===== src/rtl/awgn_stats_rx.sv =====
// awgn_stats_rx: windowed mean / mean-power statistics for paired AWGN samples.
// Accepts 2^LOG2_N (x0, x1) pairs over valid/ready, then reports per-channel
// floor means and floor mean-squares over a valid/ack handshake.
// Optional build macro AWGN_STATS_CLIP_EN adds per-channel full-scale sample counts.
module awgn_stats_rx #(
  parameter int unsigned LOG2_N = 10
) (
  input  logic               clk,
  input  logic               reset,
  input  logic               start,
  input  logic               in_valid,
  output logic               in_ready,
  input  logic [15:0]        x0,
  input  logic [15:0]        x1,
  output logic               stat_valid,
  input  logic               stat_ack,
  output logic [15:0]        mean0,
  output logic [15:0]        mean1,
  output logic [31:0]        pwr0,
  output logic [31:0]        pwr1,
`ifdef AWGN_STATS_CLIP_EN
  output logic [LOG2_N:0]    clip0,
  output logic [LOG2_N:0]    clip1,
`endif
  output logic               busy
);

  localparam int unsigned SW = 16 + LOG2_N;
  localparam int unsigned QW = 31 + LOG2_N;
  localparam int unsigned CW = LOG2_N + 1;
  localparam int unsigned N  = 1 << LOG2_N;

  localparam logic [1:0] ST_IDLE   = 2'd0;
  localparam logic [1:0] ST_ACCUM  = 2'd1;
  localparam logic [1:0] ST_FLUSH  = 2'd2;
  localparam logic [1:0] ST_REPORT = 2'd3;

  logic [1:0]           state_q, state_d;
  logic [CW-1:0]        cnt_q, cnt_d;
  logic                 pv_q, pv_d;
  logic [15:0]          x0p_q, x0p_d, x1p_q, x1p_d;
  logic [30:0]          sq0p_q, sq0p_d, sq1p_q, sq1p_d;
  logic signed [SW-1:0] sum0_q, sum0_d, sum1_q, sum1_d;
  logic [QW-1:0]        sqa0_q, sqa0_d, sqa1_q, sqa1_d;
  logic                 in_ready_q, in_ready_d;
  logic                 stat_valid_q, stat_valid_d;
  logic                 busy_q, busy_d;
  logic [15:0]          mean0_q, mean0_d, mean1_q, mean1_d;
  logic [31:0]          pwr0_q, pwr0_d, pwr1_q, pwr1_d;
`ifdef AWGN_STATS_CLIP_EN
  logic [CW-1:0]        ccnt0_q, ccnt0_d, ccnt1_q, ccnt1_d;
  logic [CW-1:0]        clip0_q, clip0_d, clip1_q, clip1_d;
`endif

  logic                 xfer_c;
  logic                 clear_c;
  logic signed [30:0]   x0e_c, x1e_c;

  // Sign-extended samples so the square is formed exactly, including (-32768)^2.
  always_comb begin
    x0e_c = {{15{x0[15]}}, x0};
    x1e_c = {{15{x1[15]}}, x1};
  end

  // Next-state, product stage, accumulation and result capture.
  always_comb begin
    state_d    = state_q;
    cnt_d      = cnt_q;
    pv_d       = 1'b0;
    x0p_d      = x0p_q;
    x1p_d      = x1p_q;
    sq0p_d     = sq0p_q;
    sq1p_d     = sq1p_q;
    sum0_d     = sum0_q;
    sum1_d     = sum1_q;
    sqa0_d     = sqa0_q;
    sqa1_d     = sqa1_q;
    mean0_d    = mean0_q;
    mean1_d    = mean1_q;
    pwr0_d     = pwr0_q;
    pwr1_d     = pwr1_q;
`ifdef AWGN_STATS_CLIP_EN
    ccnt0_d    = ccnt0_q;
    ccnt1_d    = ccnt1_q;
    clip0_d    = clip0_q;
    clip1_d    = clip1_q;
`endif
    clear_c    = 1'b0;
    xfer_c     = in_ready_q & in_valid;

    // Product stage: capture the pair and its squares on every transfer.
    if (xfer_c) begin
      pv_d   = 1'b1;
      x0p_d  = x0;
      x1p_d  = x1;
      sq0p_d = 31'(x0e_c * x0e_c);
      sq1p_d = 31'(x1e_c * x1e_c);
    end

    // Accumulate the previous transfer's products.
    if (pv_q) begin
      sum0_d = sum0_q + SW'($signed(x0p_q));
      sum1_d = sum1_q + SW'($signed(x1p_q));
      sqa0_d = sqa0_q + QW'(sq0p_q);
      sqa1_d = sqa1_q + QW'(sq1p_q);
    end

    case (state_q)
      ST_IDLE: begin
        if (start) begin
          state_d = ST_ACCUM;
          clear_c = 1'b1;
        end
      end
      ST_ACCUM: begin
        if (xfer_c) begin
          cnt_d = cnt_q + CW'(1);
`ifdef AWGN_STATS_CLIP_EN
          if (x0 == 16'h7FFF || x0 == 16'h8000) ccnt0_d = ccnt0_q + CW'(1);
          if (x1 == 16'h7FFF || x1 == 16'h8000) ccnt1_d = ccnt1_q + CW'(1);
`endif
          if (cnt_q == CW'(N - 1)) state_d = ST_FLUSH;
        end
      end
      ST_FLUSH: begin
        // Leave once the final product has been folded into the accumulators.
        if (!pv_q) begin
          state_d = ST_REPORT;
          mean0_d = 16'(sum0_q >>> LOG2_N);
          mean1_d = 16'(sum1_q >>> LOG2_N);
          pwr0_d  = 32'(sqa0_q >> LOG2_N);
          pwr1_d  = 32'(sqa1_q >> LOG2_N);
`ifdef AWGN_STATS_CLIP_EN
          clip0_d = ccnt0_q;
          clip1_d = ccnt1_q;
`endif
        end
      end
      ST_REPORT: begin
        if (stat_ack) begin
          if (start) begin
            state_d = ST_ACCUM;
            clear_c = 1'b1;
          end else begin
            state_d = ST_IDLE;
          end
        end
      end
      default: state_d = ST_IDLE;
    endcase

    // A new window starts from empty accumulators.
    if (clear_c) begin
      cnt_d  = '0;
      pv_d   = 1'b0;
      sum0_d = '0;
      sum1_d = '0;
      sqa0_d = '0;
      sqa1_d = '0;
`ifdef AWGN_STATS_CLIP_EN
      ccnt0_d = '0;
      ccnt1_d = '0;
`endif
    end

    in_ready_d   = (state_d == ST_ACCUM);
    stat_valid_d = (state_d == ST_REPORT);
    busy_d       = (state_d != ST_IDLE);
  end

  // State and datapath registers with asynchronous clear.
  always_ff @(posedge clk or negedge reset) begin
    if (!reset) begin
      state_q      <= ST_IDLE;
      cnt_q        <= '0;
      pv_q         <= 1'b0;
      x0p_q        <= '0;
      x1p_q        <= '0;
      sq0p_q       <= '0;
      sq1p_q       <= '0;
      sum0_q       <= '0;
      sum1_q       <= '0;
      sqa0_q       <= '0;
      sqa1_q       <= '0;
      in_ready_q   <= 1'b0;
      stat_valid_q <= 1'b0;
      busy_q       <= 1'b0;
      mean0_q      <= '0;
      mean1_q      <= '0;
      pwr0_q       <= '0;
      pwr1_q       <= '0;
`ifdef AWGN_STATS_CLIP_EN
      ccnt0_q      <= '0;
      ccnt1_q      <= '0;
      clip0_q      <= '0;
      clip1_q      <= '0;
`endif
    end else begin
      state_q      <= state_d;
      cnt_q        <= cnt_d;
      pv_q         <= pv_d;
      x0p_q        <= x0p_d;
      x1p_q        <= x1p_d;
      sq0p_q       <= sq0p_d;
      sq1p_q       <= sq1p_d;
      sum0_q       <= sum0_d;
      sum1_q       <= sum1_d;
      sqa0_q       <= sqa0_d;
      sqa1_q       <= sqa1_d;
      in_ready_q   <= in_ready_d;
      stat_valid_q <= stat_valid_d;
      busy_q       <= busy_d;
      mean0_q      <= mean0_d;
      mean1_q      <= mean1_d;
      pwr0_q       <= pwr0_d;
      pwr1_q       <= pwr1_d;
`ifdef AWGN_STATS_CLIP_EN
      ccnt0_q      <= ccnt0_d;
      ccnt1_q      <= ccnt1_d;
      clip0_q      <= clip0_d;
      clip1_q      <= clip1_d;
`endif
    end
  end

  assign in_ready   = in_ready_q;
  assign stat_valid = stat_valid_q;
  assign busy       = busy_q;
  assign mean0      = mean0_q;
  assign mean1      = mean1_q;
  assign pwr0       = pwr0_q;
  assign pwr1       = pwr1_q;
`ifdef AWGN_STATS_CLIP_EN
  assign clip0      = clip0_q;
  assign clip1      = clip1_q;
`endif

endmodule


===== config.mk =====
export PLATFORM = sky130hd
export DESIGN_NAME = awgn_stats_rx
export DESIGN_NICKNAME = d
export VERILOG_FILES = /design/src/rtl/awgn_stats_rx.sv
export SDC_FILE = /design/constraint.sdc
export NUM_CORES = 2
export LEC_CHECK = 0
export CORE_MARGIN = 5
export CORE_UTILIZATION = 30
export CTS_CLUSTER_DIAMETER = 80
export DETAILED_ROUTE_END_ITERATION = 8
export PLACE_DENSITY_LB_ADDON = 0.25
export SLEW_MARGIN = 20
export SYNTH_ARGS = -nofsm -noshare
export SYNTH_HDL_FRONTEND = slang
export SYNTH_SLANG_ARGS = --single-unit

===== constraint.sdc =====
create_clock -name clk -period 4.1 [get_ports clk]
set_clock_uncertainty 0.1 [all_clocks]
set_input_delay 0.615 -clock clk [delete_from_list [all_inputs] [get_ports clk]]
set_output_delay 0.615 -clock clk [all_outputs]
set_load 0.1 [all_outputs]

==> summary.md <==
| Metric | Value |
|---|---|
| Worst r2r src | `x0p_q[0]` |
| Worst Reg2Reg Path Length in Cells | `12` |
| GR Util All Layers | `15.1%` |
| Top cell type's share of synthesized area | `25.9%` |
| Fin util | `39.9%` |
| Largest net degree at the start of global routing | `107` |
| Type of the tightest min-delay check | `input port to asynchronous set/reset pin` |
| Yosys cell types | `82` |
| Clock slew at reported path FFs | `60 ps` |
| Commonest cells in the netlist | `inv_1, fa_1, nand2_1, dfrtp_1, ha_1` |
| Crit-path max FO | `6` |
| Tcrit/Tclk final | `138%` |
| Max Root-Sink Buffers | `3` |
| Worst hold margin | `31.7 ps` |
| Final hold violation count | `0` |
| I/O Pins | `136` |
| Vias per Instance | `4.56` |
| Cts bufs inserted | `37` |
| Critical path origin | `x1[10]` |
| DR pass1 iterations | `6` |
| # rows | `126` |
| CP Launch Type | `input port` |
| Failing checks | `setup timing` |
| N_diodes | `0` |
| Layout Area Growth over Synthesis | `32.3%` |
| Worst-Margin Slew | `1020 ps` |
| Worst R2R Setup Slack | `820 ps` |
| WL/cell | `15.9 um` |
| Final Setup Violations | `48` |
| Initial antenna violation count | `1` |
| Layout cells sized above 1 | `26.6%` |
| Sequential fraction of the synthesis area | `23.6%` |
| Die area | `125,000 um2` |
| DR DRC count | `0` |
| Chip Height | `354 um` |
| Final slew viol count | `0` |
| Initial Utilization | `30.2%` |
| CTS Hold Bufs | `0` |
| Clock Latency Late Sink | `540 ps` |
| Synth warn | `0` |
| Async SR Flop Fraction | `100%` |
| Gpl congestion | `0.847` |
| Yosys top cell by area | `fa_1` |
| 1st-iter DRT viols | `1,068` |
| Post-Syn Area | `35,500 um2` |
| Register bit total from synthesis | `335` |
| Count leader, synth | `inv_1` |
| CTS tree | `done` |
| F_max | `0.177 GHz` |
| Slew headroom | `32.1%` |
| Detail Placement HPWL | `74.6 mm` |
| Routed via count | `27,200` |
| Final worst setup slack | `-1560 ps` |
| Setup crit end | `sq1p_q[24]` |
| Count of input and output buffers | `133` |
| Total gr overflow | `0` |
| RSZ-0062 raised after global routing | `true` |
| # fillers | `11,600` |
| Sink Count | `335` |
| CTS Root Cell | `clkbuf_16` |
| Crit path kind | `input port to flop` |
| Die Wd | `354 um` |
| Final nets | `5,193` |
| Ys flop type | `dfrtp_1` |
| Synth Instances | `3,775` |
| EDFF count, synth | `0` |
| Final ANT Viol Nets | `0` |
| Largest cells by area after synthesis | `fa_1, dfrtp_1, ha_1` |
| Min Tclk post-route | `5660 ps` |
| First-pass GRT wire length | `156 mm` |
| Synth Area per Inst | `9.41 um2` |
| Worst EP required | `4420 ps` |
| Vias in the first global route | `28,900` |
| Final WL | `95.1 mm` |
| CTS H-tree lvls | `2` |
| Status | `complete, but fails checks` |
| CP Capture Type | `flop` |
| RR Endpoint | `sum0_q[24]` |
| Max-cap violation count | `0` |
| Crit path DAT | `5980 ps` |
| CORE AREA | `118,000 um2` |
[cell families (layout without fill, tap and decap cells)]
group	after synthesis	in the layout	synth area share [%]
xor gates and xnor gates	192	192	4.73
AOI/OAI and AO/OA	620	620	10.8
and+or+nand+nor	950	950	12.0
adders and majority gates	751	751	36.2
muxes	134	134	4.11
other	1	2	0.0106
DFF	335	335	23.6
buffers and inverters	792	1449	8.51
[state kept, by name (all words and copies together), names as in the netlist, 26 cells and up]
register and count:
sum1_q 26, sq1p_q 29, pwr1 31, sum0_q 26
sq0p_q 29, pwr0 31, sqa1_q 41, sqa0_q 41
[worst min path at each step]
stage,from,to,depth (start not counted)
floorplan,reset,busy,0
global placement,sq0p_q[4],sq0p_q[4],2
detailed placement,sq0p_q[4],sq0p_q[4],2
CTS,reset,sqa0_q[7],1
global route,reset,sqa0_q[22],1
finish,reset,sqa0_q[22],1
[through the flow]
stage          setup TNS, ps  instances  setup slack, ps  area [um2]
2_1_floorplan         -56350       3776            -1810       36700
3_3_place_gp         -105130       5768            -2510       42700
3_5_place_dp         -107230       5768            -2570       42700
4_1_cts               -55090       5936            -1640       46100
5_1_grt               -62540       5969            -1740       47000
6_report              -54620       5969            -1560       47000
[final cells by class]
| class | count | area (um2) | area share [%] |
|---|---|---|---|
| Sequential cell | 335 | 8390 | 17.9 |
| Clock inverter | 17 | 240 | 0.511 |
| Inverter | 673 | 2580 | 5.50 |
| Clock buffer | 50 | 1080 | 2.29 |
| Timing Repair Buffer | 709 | 6620 | 14.1 |
| Tap cell | 1536 | 1920 | 4.09 |
| Multi-Input combinational cell | 2649 | 26200 | 55.7 |
[worst max-delay path: stages]
cell and delay (ps):
buf_12 110, buf_12 140, nand2_8 70, inv_4 30
fa_1 540, inv_2 40, fa_1 490, inv_2 50
fa_2 590, fa_2 440, fa_1 540, inv_1 50
fa_1 510, inv_2 50, ha_4 280, nand2_4 40
o211ai_1 160, buf_4 150, a31oi_4 100, buf_4 150
buf_4 130, a31oi_4 180, a21o_1 160, a211oi_2 60
o41ai_1 300
[placed cells by master (no fill, tap or decap), types with 20 or more instances in the layout]
master,instances
inv_2,60
and2_1,37
nand2_4,23
ha_4,34
a21oi_2,23
ha_1,253
nand2_2,30
xor2_1,70
clkdlybuf4s50_1,100
o21ai_0,125
fa_2,46
a211oi_1,24
xnor2_1,93
o21a_1,20
mux2_2,95
buf_6,104
mux2i_1,39
nand2_1,356
and2_4,25
nor2_1,216
nor2b_1,23
buf_12,34
inv_1,600
nand3_1,45
buf_4,443
nand4_1,23
fa_1,413
nand2b_1,22
a31oi_1,21
nor3_1,29
o21ai_1,51
clkbuf_16,39
dfrtp_1,334
a21o_1,89
a21oi_1,128
[what timing repair did]
item,in CTS,in global routing
buffers inserted,103,48
gates cloned,8,0
gates resized for setup,473,161
endpoints found under the setup margin,50,49
pin swaps,237,188
[routing by layer]
layer	up-vias	track usage, %	share of wire (%)
met4	2	2.56	1.7
met2	311	25.7	47
met3	85	1.37	2.7
met1	13400	21.4	49
met5	-	0	0.014
li1	13400	-	-
Power is not shown: default switching activity piles up to over one toggle a cycle in this logic, so the estimate is an artifact.
